**config.mk**
```make
export PLATFORM = sky130hd
export DESIGN_NAME = i2s_mic_ulaw_packer
export DESIGN_NICKNAME = d
export VERILOG_FILES = /design/src/rtl/i2s_mic_ulaw_packer.sv
export SDC_FILE = /design/constraint.sdc
export NUM_CORES = 1
export LEC_CHECK = 0
export BUFFER_PORTS_ARGS = -buffer_cell sky130_fd_sc_hd__clkbuf_2
export CAP_MARGIN = 20
export CORE_ASPECT_RATIO = 0.7
export CORE_MARGIN = 2
export CORE_UTILIZATION = 50
export DETAILED_ROUTE_END_ITERATION = 6
export GPL_ROUTABILITY_DRIVEN = 0
export PLACE_DENSITY = 0.7
export REMOVE_ABC_BUFFERS = 1
export SLEW_MARGIN = 20
export SYNTH_ARGS = -nofsm -noshare
export SYNTH_HDL_FRONTEND = slang
export SYNTH_SLANG_ARGS = --single-unit
```
**constraint.sdc**
```tcl
create_clock -name clk -period 6.51 [get_ports clk]
set_input_delay 1.302 -clock clk [delete_from_list [all_inputs] [get_ports clk]]
set_output_delay 1.302 -clock clk [all_outputs]
set_load 0.005 [all_outputs]
```
**src/rtl/i2s_mic_ulaw_packer.sv**
```systemverilog
// I2S microphone capture: left 16-bit sample -> 8-bit mu-law, four bytes packed per 32-bit word.
// Optional MIC_STOP_FLUSH_EN: record_stop pads a partial word with mu-law silence and presents it.
module i2s_mic_ulaw_packer #(
  parameter int unsigned SYNC_STAGES = 2
) (
  input  logic        clk,
  input  logic        rst_n,
  input  logic        record_start,
  input  logic        record_stop,
  input  logic        bclk,
  input  logic        audio_data_in,
  input  logic        lrck,
  output logic [31:0] mic_data,
  output logic        mic_data_valid,
  input  logic        mic_data_retrieved,
  output logic [1:0]  mic_debug
);

  logic [SYNC_STAGES-1:0] bclk_sync_q, lrck_sync_q, data_sync_q;
  logic                   bclk_s, lrck_s, data_s;
  logic                   bclk_prev_q, bclk_rise;
  logic                   lrck_prev_q, lrck_prev_d, lrck_fall;
  logic [4:0]             bit_cnt_q, bit_cnt_d;
  logic [15:0]            shift_q, shift_d;
  logic                   sample_ready_q, sample_ready_d;

  logic                   active_q, active_d;
  logic                   filled_q, filled_d;
  logic [1:0]             byte_cnt_q, byte_cnt_d;
  logic [31:0]            data_q, data_d;
`ifdef MIC_STOP_FLUSH_EN
  logic                   flush_pending_q, flush_pending_d;
`endif

  logic [12:0] x, b;
  logic        sgn;
  logic [11:0] mag;
  logic [2:0]  seg;
  logic [3:0]  mant;
  logic [7:0]  ulaw;
  logic        unused_lsbs;

  // All three inputs share one depth so bclk edges line up with lrck/data.
  always_ff @(posedge clk or negedge rst_n) begin
    if (!rst_n) begin
      bclk_sync_q <= '0;
      lrck_sync_q <= '0;
      data_sync_q <= '0;
      bclk_prev_q <= 1'b0;
    end else begin
      bclk_sync_q <= {bclk_sync_q[SYNC_STAGES-2:0], bclk};
      lrck_sync_q <= {lrck_sync_q[SYNC_STAGES-2:0], lrck};
      data_sync_q <= {data_sync_q[SYNC_STAGES-2:0], audio_data_in};
      bclk_prev_q <= bclk_s;
    end
  end

  assign bclk_s    = bclk_sync_q[SYNC_STAGES-1];
  assign lrck_s    = lrck_sync_q[SYNC_STAGES-1];
  assign data_s    = data_sync_q[SYNC_STAGES-1];
  assign bclk_rise = bclk_s & ~bclk_prev_q;
  assign lrck_fall = lrck_prev_q & ~lrck_s;

  // The rise that sees lrck fall carries the one-bit delay; the next 16 rises are the sample.
  always_comb begin
    lrck_prev_d    = lrck_prev_q;
    bit_cnt_d      = bit_cnt_q;
    shift_d        = shift_q;
    sample_ready_d = 1'b0;
    if (bclk_rise) begin
      lrck_prev_d = lrck_s;
      if (lrck_fall) begin
        bit_cnt_d = 5'd0;
      end else if (bit_cnt_q != 5'd16) begin
        shift_d        = {shift_q[14:0], data_s};
        bit_cnt_d      = bit_cnt_q + 5'd1;
        sample_ready_d = (bit_cnt_q == 5'd15);
      end
    end
  end

  always_ff @(posedge clk or negedge rst_n) begin
    if (!rst_n) begin
      lrck_prev_q    <= 1'b0;
      bit_cnt_q      <= 5'd0;
      shift_q        <= 16'd0;
      sample_ready_q <= 1'b0;
    end else begin
      lrck_prev_q    <= lrck_prev_d;
      bit_cnt_q      <= bit_cnt_d;
      shift_q        <= shift_d;
      sample_ready_q <= sample_ready_d;
    end
  end

  assign unused_lsbs = ^shift_q[2:0];

  // Linear-to-mu-law on the top 13 bits of the sample.
  always_comb begin
    x    = shift_q[15:3];
    sgn  = x[12];
    mag  = sgn ? ~x[11:0] : x[11:0];
    b    = {1'b0, mag} + 13'd33;
    seg  = 3'd0;
    mant = b[4:1];
    if (b[12]) begin
      seg = 3'd7; mant = b[11:8];
    end else if (b[11]) begin
      seg = 3'd6; mant = b[10:7];
    end else if (b[10]) begin
      seg = 3'd5; mant = b[9:6];
    end else if (b[9]) begin
      seg = 3'd4; mant = b[8:5];
    end else if (b[8]) begin
      seg = 3'd3; mant = b[7:4];
    end else if (b[7]) begin
      seg = 3'd2; mant = b[6:3];
    end else if (b[6]) begin
      seg = 3'd1; mant = b[5:2];
    end
    ulaw = ~{sgn, seg, mant};
  end

  always_comb begin
    active_d   = active_q;
    filled_d   = filled_q;
    byte_cnt_d = byte_cnt_q;
    data_d     = data_q;
`ifdef MIC_STOP_FLUSH_EN
    flush_pending_d = flush_pending_q;
`endif
    if (record_stop) begin
      active_d = 1'b0;
    end else if (record_start) begin
      active_d = 1'b1;
    end
    if (mic_data_retrieved && filled_q) begin
      filled_d = 1'b0;
`ifdef MIC_STOP_FLUSH_EN
      flush_pending_d = 1'b0;
`endif
    end
    if (sample_ready_q && active_q && !filled_q) begin
      unique case (byte_cnt_q)
        2'd0:    data_d[31:24] = ulaw;
        2'd1:    data_d[23:16] = ulaw;
        2'd2:    data_d[15:8]  = ulaw;
        default: data_d[7:0]   = ulaw;
      endcase
      byte_cnt_d = byte_cnt_q + 2'd1;
      if (byte_cnt_q == 2'd3) filled_d = 1'b1;
    end
    if (record_start) begin
      byte_cnt_d = 2'd0;
      filled_d   = 1'b0;
    end
`ifdef MIC_STOP_FLUSH_EN
    // Pad the unwritten lanes with mu-law silence so the partial word is still delivered.
    if (record_stop && byte_cnt_d != 2'd0 && !filled_d) begin
      unique case (byte_cnt_d)
        2'd1:    data_d[23:0] = 24'hFF_FFFF;
        2'd2:    data_d[15:0] = 16'hFFFF;
        default: data_d[7:0]  = 8'hFF;
      endcase
      filled_d        = 1'b1;
      flush_pending_d = 1'b1;
      byte_cnt_d      = 2'd0;
    end
`endif
  end

  always_ff @(posedge clk or negedge rst_n) begin
    if (!rst_n) begin
      active_q   <= 1'b0;
      filled_q   <= 1'b0;
      byte_cnt_q <= 2'd0;
      data_q     <= 32'd0;
`ifdef MIC_STOP_FLUSH_EN
      flush_pending_q <= 1'b0;
`endif
    end else begin
      active_q   <= active_d;
      filled_q   <= filled_d;
      byte_cnt_q <= byte_cnt_d;
      data_q     <= data_d;
`ifdef MIC_STOP_FLUSH_EN
      flush_pending_q <= flush_pending_d;
`endif
    end
  end

`ifdef MIC_STOP_FLUSH_EN
  assign mic_data_valid = (active_q | flush_pending_q) & filled_q;
`else
  assign mic_data_valid = active_q & filled_q;
`endif
  assign mic_data  = data_q;
  assign mic_debug = {mic_data_valid, active_q};

endmodule

```
==> flow_metrics.tcl <==
set metrics [dict create \
    drt-initial-drc-count 129 \
    worst_setup_path_start_kind "register" \
    cts_resized 0 \
    die_x_um 104 \
    ff2ff_path_depth 10 \
    synth-simple-area-share_pct 14.3 \
    critPathMaxFanout 11 \
    grt_pass1_vias 2446 \
    grt_max_degree 67 \
    critPathRequiredTime_ns 6.77 \
    status "complete, no violations" \
    cp-end-kind "register" \
    cp_slowest_cell "xor2_1" \
    drt_pass1_iterations 5 \
    critPathMostFrequentCell "xor2_1" \
    final_util_pct 58.3 \
    ant_nets 0 \
    cts.sinks 66 \
    portBuffers 42 \
    cts.reportedPaths.clkPinSlew_ns 0.08 \
    drive_gt1_share_pct 23.3 \
    dp_hpwl_um 5130 \
    netlist-cell-type-count 60 \
    hold_viol 0 \
    seq_area_frac_synth_pct 47.0 \
    relSlewSlack_pct 45.0 \
    synthTopCellsByCount "dfrtp_1, nand2_1, o21ai_0, nor2_1, a21oi_1" \
    grt_use_total_pct 20.4 \
    tightest_slew_ns 0.824 \
    synthArstFlopShare_pct 100 \
    postCtsSetupBuffers 0 \
    muxShareOfSynthArea_pct 6.30 \
    io_pins 43 \
    dp.cells 468 \
    fp.coreArea_um2 6790 \
    worstHoldStart "lrck_sync_q[0]" \
    synth_edf_count 0 \
    cts_root_buf "clkbuf_8" \
    fp.dieArea_um2 7730 \
    ctsHoldBuffers 0 \
    cts_tree "yes" \
    std_cell_rows 25 \
    start_util_pct 51.8 \
    whs_path_depth 0 \
    crit_type "reg -> reg" \
    wl_um 7230 \
    antenna_found_initial 0 \
    synth-adder-area-share_pct 3.20 \
    syn_inst 350 \
    holdPathEnd "lrck_sync_q[1]" \
    rsz0062_at_grt "false" \
    leakage_nw 1.82 \
    fin_nets 402 \
    clk_latency_ns 0.34 \
    cts_buffer_depth 2 \
    fin_setup_tns_ns 0 \
    arrival_ns 3.83 \
    synthXorXnorAreaFrac_pct 5.70 \
    routed-via-count 2670 \
    r2r_end "mic_data[9]" \
    max_stage_delay_ns 0.62 \
    drc 0 \
    min-delay-path-class "reg -> reg" \
    reg2reg_slack_ns 2.94 \
    placed_cell_area_um2 3760 \
    crit_chain "xor2_1, ha_1, or4b_4, o2bb2ai_1, a32oi_1, xor2_1, nand2_1, a211oi_1, o41ai_2, o21ai_0" \
    overflow 0 \
    synth_flop_cell "dfrtp_1" \
    ys_warn_count 0 \
    synth_top_family_by_area "compound AO/OA/AOI/OAI gates" \
    syn-cell-area_um2 3510 \
    syn_area_per_cell_um2 10.0 \
    vias_per_cell 5.52 \
    ir_drop_mv 0.173 \
    area_growth_pct 12.6 \
    path_delay_family "compound AO/OA/AOI/OAI gates" \
    yosysMostFrequentCell "dfrtp_1" \
    cellPowerDensity_nw_per_um2 375 \
    design_area_um2 3960 \
    fin_crit_sh_pct 54.8 \
    worstReg2RegStart "shift_q[15]" \
    h-tree-depth 3 \
    cts_buffers 9 \
    worst_clock_skew_ns 0.00991 \
    cap_violations 0 \
    fin_cells 484 \
    fmax_mhz 280 \
    slew_viol_final 0 \
    critPathBufInv 0 \
    period_needed_ns 3.57 \
    avgRoutedWirePerCell_um 14.9 \
    synth_area_leader_cell "dfrtp_1" \
    synth_compound_area_share_pct 19.3 \
    grt_pass1_wl_um 12300 \
    synth_top_area_share_pct 47.0 \
    synth_area_leaders "dfrtp_1, nand2_1, o21ai_0" \
    ys_ff_latch 66 \
    dieHeight_um 74.1 \
    diodes 0 \
    setup_violations 0 \
]
## worst max-delay path by stage
stage | depth (start not counted) | startpoint | endpoint | slack [ns]
2_1_floorplan | 10 | shift_q[15] | mic_data[25] | 3.04
4_1_cts | 10 | shift_q[15] | mic_data[9] | 2.96
5_1_grt | 10 | shift_q[15] | mic_data[25] | 2.55
3_5_place_dp | 10 | shift_q[15] | mic_data[9] | 2.99
6_report | 10 | shift_q[15] | mic_data[9] | 2.94
3_3_place_gp | 10 | shift_q[15] | mic_data[9] | 3.14
## area by class of cell
class	count	area, um^2
Clock buffer	10	128
Clock inverter	6	67.6
Timing Repair Buffer	45	233
Inverter	11	41.3
Multi-Input combinational cell	252	1720
Sequential cell	66	1650
Fill cell	605	2830
Tap cell	94	118
## placed cells by master (no fill, tap or decap), types with 10 or more instances in the layout
| cell | count |
|---|---|
| a21oi_1 | 17 |
| nand2_1 | 48 |
| mux2_2 | 13 |
| clkbuf_2 | 41 |
| nor2_1 | 19 |
| inv_1 | 11 |
| xnor2_1 | 10 |
| dfrtp_1 | 66 |
| o21ai_0 | 31 |
## registers in the layout, indices dropped and copies added, names as in the netlist
signal / cells
mic_data: 32
shift_q: 16
bit_cnt_q: 5
bclk_sync_q: 2
byte_cnt_q: 2
data_sync_q: 2
lrck_sync_q: 2
active_q: 1
bclk_prev_q: 1
filled_q: 1
lrck_prev_q: 1
sample_ready_q: 1
## per-layer routing
layer	global-route usage [%]	up-vias	wire, um
li1	-	1315	-
met5	0	-	0
met1	30.4	1265	3770
met3	5.17	15	409
met4	7.51	0	125
met2	29.2	75	2930
## kinds of logic (layout without fill, tap and decap cells)
group	count (synthesis)	in the layout
and+or+nand+nor	104	104
AOI/OAI and AO/OA	100	100
DFF	66	66
buffers and inverters	32	72
muxes	20	20
xor gates and xnor gates	19	19
adders and majority gates	9	9
## power breakdown
| part | internal (W) | total [W] | switching, W |
|---|---|---|---|
| registers | 0.000455 | 0.000550 | 0.0000949 |
| clock network | 0.000177 | 0.000341 | 0.000164 |
| logic | 0.000269 | 0.000592 | 0.000323 |
## stage by stage
stage / setup WS [ns] / total power (W) / hold WS, ns
2_1_floorplan: 3.04 / 0.00101 / 0.331
3_3_place_gp: 3.14 / 0.00113 / 0.333
5_1_grt: 2.55 / 0.00158 / 0.363
6_report: 2.94 / 0.00148 / 0.351
3_5_place_dp: 2.99 / 0.00115 / 0.335
4_1_cts: 2.96 / 0.00149 / 0.352
(Power assumes the default switching activity.)
